--- src/rtl/uart_tx_queue.sv ---
// uart_tx_queue
//   Buffered UART transmit path. Bus writes with address bit LOGD set push a
//   byte into a synchronous FIFO. An 8N1 serializer drains the FIFO onto the
//   serial line at CLKS_PER_BIT clocks per bit. Frames go out back-to-back
//   while the FIFO has data.
//
// Ports
//   clk          in   system clock, rising edge
//   i_reset      in   synchronous, active-low reset
//   wr_valid     in   bus write strobe (one cycle per write)
//   wr_addr      in   bus write address; only bit LOGD is decoded
//   wr_data      in   [7:0] TX byte; [0] = overflow clear on a control write
//   status       out  {16'b0, count[7:0], 4'b0, overflow, busy, full, empty}
//   uart_rxd_out out  serial TX line, idle high, registered
module uart_tx_queue #(
    parameter int unsigned LOGD         = 7,
    parameter int unsigned CLKS_PER_BIT = 868,
    parameter int unsigned DEPTH_LOG2   = 4
) (
    input  logic        clk,
    input  logic        i_reset,
    input  logic        wr_valid,
    input  logic [31:0] wr_addr,
    input  logic [31:0] wr_data,
    output logic [31:0] status,
    output logic        uart_rxd_out
);

    localparam int unsigned DEPTH = 1 << DEPTH_LOG2;
    localparam int unsigned CW    = (CLKS_PER_BIT > 2) ? $clog2(CLKS_PER_BIT) : 1;

    localparam logic [CW-1:0]         BAUD_LAST = CW'(CLKS_PER_BIT - 1);
    localparam logic [DEPTH_LOG2:0]   FULL_CNT  = {1'b1, {DEPTH_LOG2{1'b0}}};

    typedef enum logic [1:0] {
        S_IDLE,
        S_START,
        S_DATA,
        S_STOP
    } state_t;

    // FIFO storage and bookkeeping
    logic [7:0]            r_mem [DEPTH];
    logic [DEPTH_LOG2-1:0] r_wr_ptr;
    logic [DEPTH_LOG2-1:0] r_rd_ptr;
    logic [DEPTH_LOG2:0]   r_count;
    logic                  r_overflow;

    // Serializer
    state_t                r_state;
    logic [CW-1:0]         r_baud;
    logic [7:0]            r_shift;
    logic [2:0]            r_bit_idx;
    logic                  r_line;
    logic [31:0]           r_status;

    logic                  w_empty;
    logic                  w_full;
    logic                  w_boundary;
    logic                  w_push;
    logic                  w_push_full;
    logic                  w_ctrl_clear;
    logic                  w_pop;
    logic [DEPTH_LOG2:0]   w_count_nxt;
    logic                  w_ovf_nxt;
    logic                  w_busy_nxt;
    logic                  w_unused_bits;

    assign w_empty      = (r_count == '0);
    assign w_full       = (r_count == FULL_CNT);
    assign w_boundary   = (r_baud == BAUD_LAST);

    // Full is judged on the count before this edge, so a concurrent pop
    // does not rescue a write that arrives while full.
    assign w_push       = wr_valid && wr_addr[LOGD] && !w_full;
    assign w_push_full  = wr_valid && wr_addr[LOGD] && w_full;
    assign w_ctrl_clear = wr_valid && !wr_addr[LOGD] && wr_data[0];

    // The serializer pops when idle with data, or at the end of a stop bit
    // with data pending (back-to-back frames).
    assign w_pop = !w_empty &&
                   ((r_state == S_IDLE) || ((r_state == S_STOP) && w_boundary));

    assign w_unused_bits = ^{wr_addr, wr_data[31:8]};

    always_comb begin
        w_count_nxt = r_count;
        if (w_push && !w_pop) begin
            w_count_nxt = r_count + 1'b1;
        end else if (!w_push && w_pop) begin
            w_count_nxt = r_count - 1'b1;
        end
    end

    always_comb begin
        w_ovf_nxt = r_overflow;
        if (w_push_full) begin
            w_ovf_nxt = 1'b1;
        end else if (w_ctrl_clear) begin
            w_ovf_nxt = 1'b0;
        end
    end

    // Busy after this edge: state leaves IDLE when a byte is waiting, and
    // returns to IDLE only at a stop-bit boundary with nothing queued.
    always_comb begin
        if (r_state == S_IDLE) begin
            w_busy_nxt = !w_empty;
        end else begin
            w_busy_nxt = !((r_state == S_STOP) && w_boundary && w_empty);
        end
    end

    // FIFO storage needs no reset; pointers and count define validity.
    always_ff @(posedge clk) begin
        if (w_push) begin
            r_mem[r_wr_ptr] <= wr_data[7:0];
        end
    end

    always_ff @(posedge clk) begin
        if (!i_reset) begin
            r_wr_ptr   <= '0;
            r_rd_ptr   <= '0;
            r_count    <= '0;
            r_overflow <= 1'b0;
            r_status   <= 32'h0000_0001;
        end else begin
            if (w_push) begin
                r_wr_ptr <= r_wr_ptr + 1'b1;
            end
            if (w_pop) begin
                r_rd_ptr <= r_rd_ptr + 1'b1;
            end
            r_count    <= w_count_nxt;
            r_overflow <= w_ovf_nxt;
            r_status   <= {16'b0, 8'(w_count_nxt), 4'b0, w_ovf_nxt, w_busy_nxt,
                           (w_count_nxt == FULL_CNT), (w_count_nxt == '0)};
        end
    end

    // The line is registered from the state before the edge, so it trails
    // the state by one cycle: a pop at edge N+1 drives the start bit after N+2.
    always_ff @(posedge clk) begin
        if (!i_reset) begin
            r_state   <= S_IDLE;
            r_baud    <= '0;
            r_shift   <= '0;
            r_bit_idx <= '0;
            r_line    <= 1'b1;
        end else begin
            case (r_state)
                S_IDLE: begin
                    r_line <= 1'b1;
                    r_baud <= '0;
                    if (!w_empty) begin
                        r_shift   <= r_mem[r_rd_ptr];
                        r_bit_idx <= '0;
                        r_state   <= S_START;
                    end
                end
                S_START: begin
                    r_line <= 1'b0;
                    if (w_boundary) begin
                        r_baud  <= '0;
                        r_state <= S_DATA;
                    end else begin
                        r_baud <= r_baud + 1'b1;
                    end
                end
                S_DATA: begin
                    r_line <= r_shift[0];
                    if (w_boundary) begin
                        r_baud  <= '0;
                        r_shift <= {1'b0, r_shift[7:1]};
                        if (r_bit_idx == 3'd7) begin
                            r_state <= S_STOP;
                        end else begin
                            r_bit_idx <= r_bit_idx + 1'b1;
                        end
                    end else begin
                        r_baud <= r_baud + 1'b1;
                    end
                end
                S_STOP: begin
                    r_line <= 1'b1;
                    if (w_boundary) begin
                        r_baud <= '0;
                        if (!w_empty) begin
                            r_shift   <= r_mem[r_rd_ptr];
                            r_bit_idx <= '0;
                            r_state   <= S_START;
                        end else begin
                            r_state <= S_IDLE;
                        end
                    end else begin
                        r_baud <= r_baud + 1'b1;
                    end
                end
                default: begin
                    r_state <= S_IDLE;
                    r_line  <= 1'b1;
                    r_baud  <= '0;
                end
            endcase
        end
    end

    assign status       = r_status;
    assign uart_rxd_out = r_line;

endmodule

--- config.mk ---
export PLATFORM = sky130hd
export DESIGN_NAME = uart_tx_queue
export DESIGN_NICKNAME = d
export VERILOG_FILES = /design/src/rtl/uart_tx_queue.sv
export SDC_FILE = /design/constraint.sdc
export NUM_CORES = 1
export LEC_CHECK = 0
export CORE_MARGIN = 2
export CORE_UTILIZATION = 52
export DETAILED_ROUTE_END_ITERATION = 10
export GPL_TIMING_DRIVEN = 1
export PLACE_DENSITY = 0.76
export SLEW_MARGIN = 20
export SYNTH_ARGS = -nofsm -noshare
export SYNTH_HDL_FRONTEND = slang
export SYNTH_SLANG_ARGS = --single-unit
export TNS_END_PERCENT = 10
--- constraint.sdc ---
create_clock -name clk -period 3 [get_ports clk]
set_clock_uncertainty 0.05 [all_clocks]
set_input_delay 0.45 -clock clk [delete_from_list [all_inputs] [get_ports clk]]
set_output_delay 0.45 -clock clk [all_outputs]
set_load 0.02 [all_outputs]
==> out/metrics.cfg <==
[cts]
cts_sinks = 173
clk_pin_slew_ns = 0.07
hold_buffers = 0
cts_tree = built
cts_made_buffers = 17
clkLatencyLatePin_ns = 0.42
post_cts_buffers = 0
cts-root-buf = clkbuf_16
htreeDepth = 4
cts_buffer_depth = 2
post_cts_resized = 0

[setup_path]
cp_slowest_stage_delay_ns = 0.47
cp.arrival_ns = 2.69
cp.required_ns = 3.07
path_class = register to register
r2r-end = r_mem[0][5]
critical_path.max_fanout = 8
critPathTopFamily = simple AND/OR/NAND/NOR gates
critPathLaunchType = register
rrSetupSlack_ns = 0.38
crit_chain = inv_1, ha_1, and4bb_1, nor2_1, nand2_1, nor3_1, buf_4
r2r_start = r_count[0]
critPathBufInv = 2
reg2regPathDepth = 7
slowest_stage = dfxtp_1
crit_path_end_kind = register

[grt]
grt_usage_pct = 19.0
grt_pass1_vias = 3922
overflow = 0
grt_first_pass_wirelength_um = 21000
antenna_found_initial = 0
grt_max_degree = 33

[drt]
drt_first_pass_iters = 4
finalWirelength_um = 13000
wl_per_cell_um = 18.7
ant_nets = 0
vias = 3875
viasPerCell = 5.56
drc = 0
dr.first_iter.drc_count = 371

[timing]
setup_tns_ns = 0
drv_slew = 0
fmax_mhz = 382
rsz0062_at_grt = no
hold_violations = 0
fin_crit_sh_pct = 87.3
worst_slew_margin_rel_pct = 51.5
tightest_slew_ns = 0.728
whs_ns = 0.423
fin_crit_ns = 2.62
fin_ws_ns = 0.382
setup_violations = 0

[finish]
areaGrowthSynthToFinish_pct = 13.1
antenna_cells = 0
drive_above_1_share_pct = 20.1
fin_nets = 587
fillCellCount = 1028
layout.area.seq_sq_um = 4750
multi_input_area_sq_um = 2360

[die]
initial_utilization_pct = 53.1
die_x_um = 123
fp.dieH_um = 123
die_area_sq_um = 15200
row_count = 43
core_area_sq_um = 13900
io_pins = 100

[placed_design]
io_buffer_count = 21
dp_hpwl_um = 8620
pre_cts_slack_ns = 0.423
gp_congestion = 0.811

[yosys]
syn_area_sq_um = 7380
synth_edf_count = 128
yosysSeqAreaShare_pct = 64.3
synth_flop_cell = edfxtp_1
syn-instance-count = 467
yosys_register_bits = 173
yosysUniqueCellTypes = 56
post_synth.cell_area_avg_sq_um = 15.8
ys_warn_count = 0
async_flop_share_pct = 0

[pwr]
power_leakage_nw = 2.82
finalPower_mw = 6.90
powerDensity_nw_per_um2 = 828
ir_worst_vdd_mv = 0.578

[min_path]
hold_start = r_shift[7]
hp-class = register to register
holdPathStages = 2
holdPathEnd = r_shift[7]

[run_status]
outcome = complete, no violations

[flow_run]
cap_viol_max_count = 0

## synth_stat cells, types with 3 or more instances
library cell  number  area share, %
edfxtp_1         128             52
dfxtp_1           45             12
mux4_2            40             12
nor2_1            32            1.6
buf_4             24            2.4
nand2_1           17           0.87
ha_1              16            2.7
mux2i_1           13            1.8
inv_1             12           0.61
xnor2_1           12            1.4
clkbuf_1          10           0.51
o21ai_0           10           0.68
and2_1             9           0.76
a21oi_1            8           0.54
nand3_1            7           0.47
nand4_1            6           0.51
nor2b_1            6           0.51
nor3_1             6           0.41
xor2_1             6           0.71
and3_1             5           0.42
buf_2              5           0.34
buf_6              5           0.76
a21o_1             3           0.31
o21a_1             3           0.31
## state kept, by name, indices dropped and copies added (netlist names), named ones only
name,flops
r_rd_ptr,4
status,4
r_mem,128
uart_rxd_out,1
r_wr_ptr,4
r_baud,10
r_shift,8
r_state,2
r_count,5
r_bit_idx,3
## logic make-up after synthesis
group                    share of synthesized area, %
adder cells (fa/ha/maj)                          2.87
multiplexers                                     14.0
AO/OA/AOI/OAI                                    4.27
buffers and inverters                            4.77
AND/OR/NAND/NOR                                  7.60
flip-flops                                       64.3
other                                          0.0508
XOR/XNOR                                         2.14
## through the flow
step | instance area [sq um] | cells | utilization [%]
6_report | 8340 | 697 | 60.1
5_1_grt | 8340 | 697 | 60.1
4_1_cts | 8340 | 697 | 60.1
3_5_place_dp | 7750 | 665 | 55.9
3_3_place_gp | 7750 | 665 | 55.9
2_1_floorplan | 7460 | 489 | -
## worst max-delay path by stage
stage,cells after the start,slack (ns),from,to
after floorplan,7,0.28,r_count[0],r_mem[3][0]
after global placement,7,0.42,r_count[0],r_mem[3][4]
after detailed placement,7,0.42,r_count[0],r_mem[1][5]
after CTS,7,0.39,r_count[0],r_mem[0][5]
after global routing,7,0.19,r_count[0],r_mem[0][5]
final,7,0.38,r_count[0],r_mem[0][5]
## where the power goes
| group | switching [mW] | internal, mW | total (mW) | leakage [nW] |
|---|---|---|---|---|
| sequential | 0.124 | 2.73 | 2.85 | 1.52 |
| combinational | 0.981 | 0.898 | 1.88 | 1.01 |
| clock | 0.922 | 1.25 | 2.17 | 0.285 |
## cell usage in the layout (no fill, tap or decap), types with 2 or more instances in the layout
cell type        count
a21boi_0             2
a21o_1               3
a21oi_1              8
and2_1               9
and2_2               2
and3_1               5
and3_2               2
buf_4               19
bufinv_16            2
clkbuf_1             2
clkbuf_16           17
clkdlybuf4s50_1     21
conb_1              23
dfxtp_1             44
edfxtp_1           128
ha_1                16
inv_1               12
inv_6                5
inv_8                2
mux2i_1             13
mux4_2              40
nand2_1             17
nand2b_1             2
nand3_1              7
nand4_1              6
nor2_1              32
nor2b_1              6
nor3_1               6
o211ai_1             2
o21a_1               3
o21ai_0             10
o21bai_1             2
or2_1                2
xnor2_1             12
xor2_1               6
## layout make-up
| type | count | area share (%) |
|---|---|---|
| Tap cell | 180 | 2.70 |
| Clock inverter | 13 | 1.82 |
| Clock buffer | 19 | 5.19 |
| Sequential cell | 173 | 56.9 |
| Inverter | 13 | 0.585 |
| Multi-Input combinational cell | 258 | 28.3 |
| Timing Repair Buffer | 41 | 4.47 |
## routing by layer
metal  up-vias  global-route usage, %  wire, um  part of all wire, %
met1      1966                   23.9      5630                   43
met2        99                   32.7      6720                   52
li1       1797                      -         -                    -
met3        13                   5.26       556                  4.3
met5         -                      0         0                    0
met4         0                   4.69       122                 0.94
## tightest hold or removal path, delay by kind of cell (launching register included)
kind	cells	cell delay [ns]
compound gates	1	0.06
flops	1	0.31
simple gates	1	0.06
(Power assumes the default switching activity.)
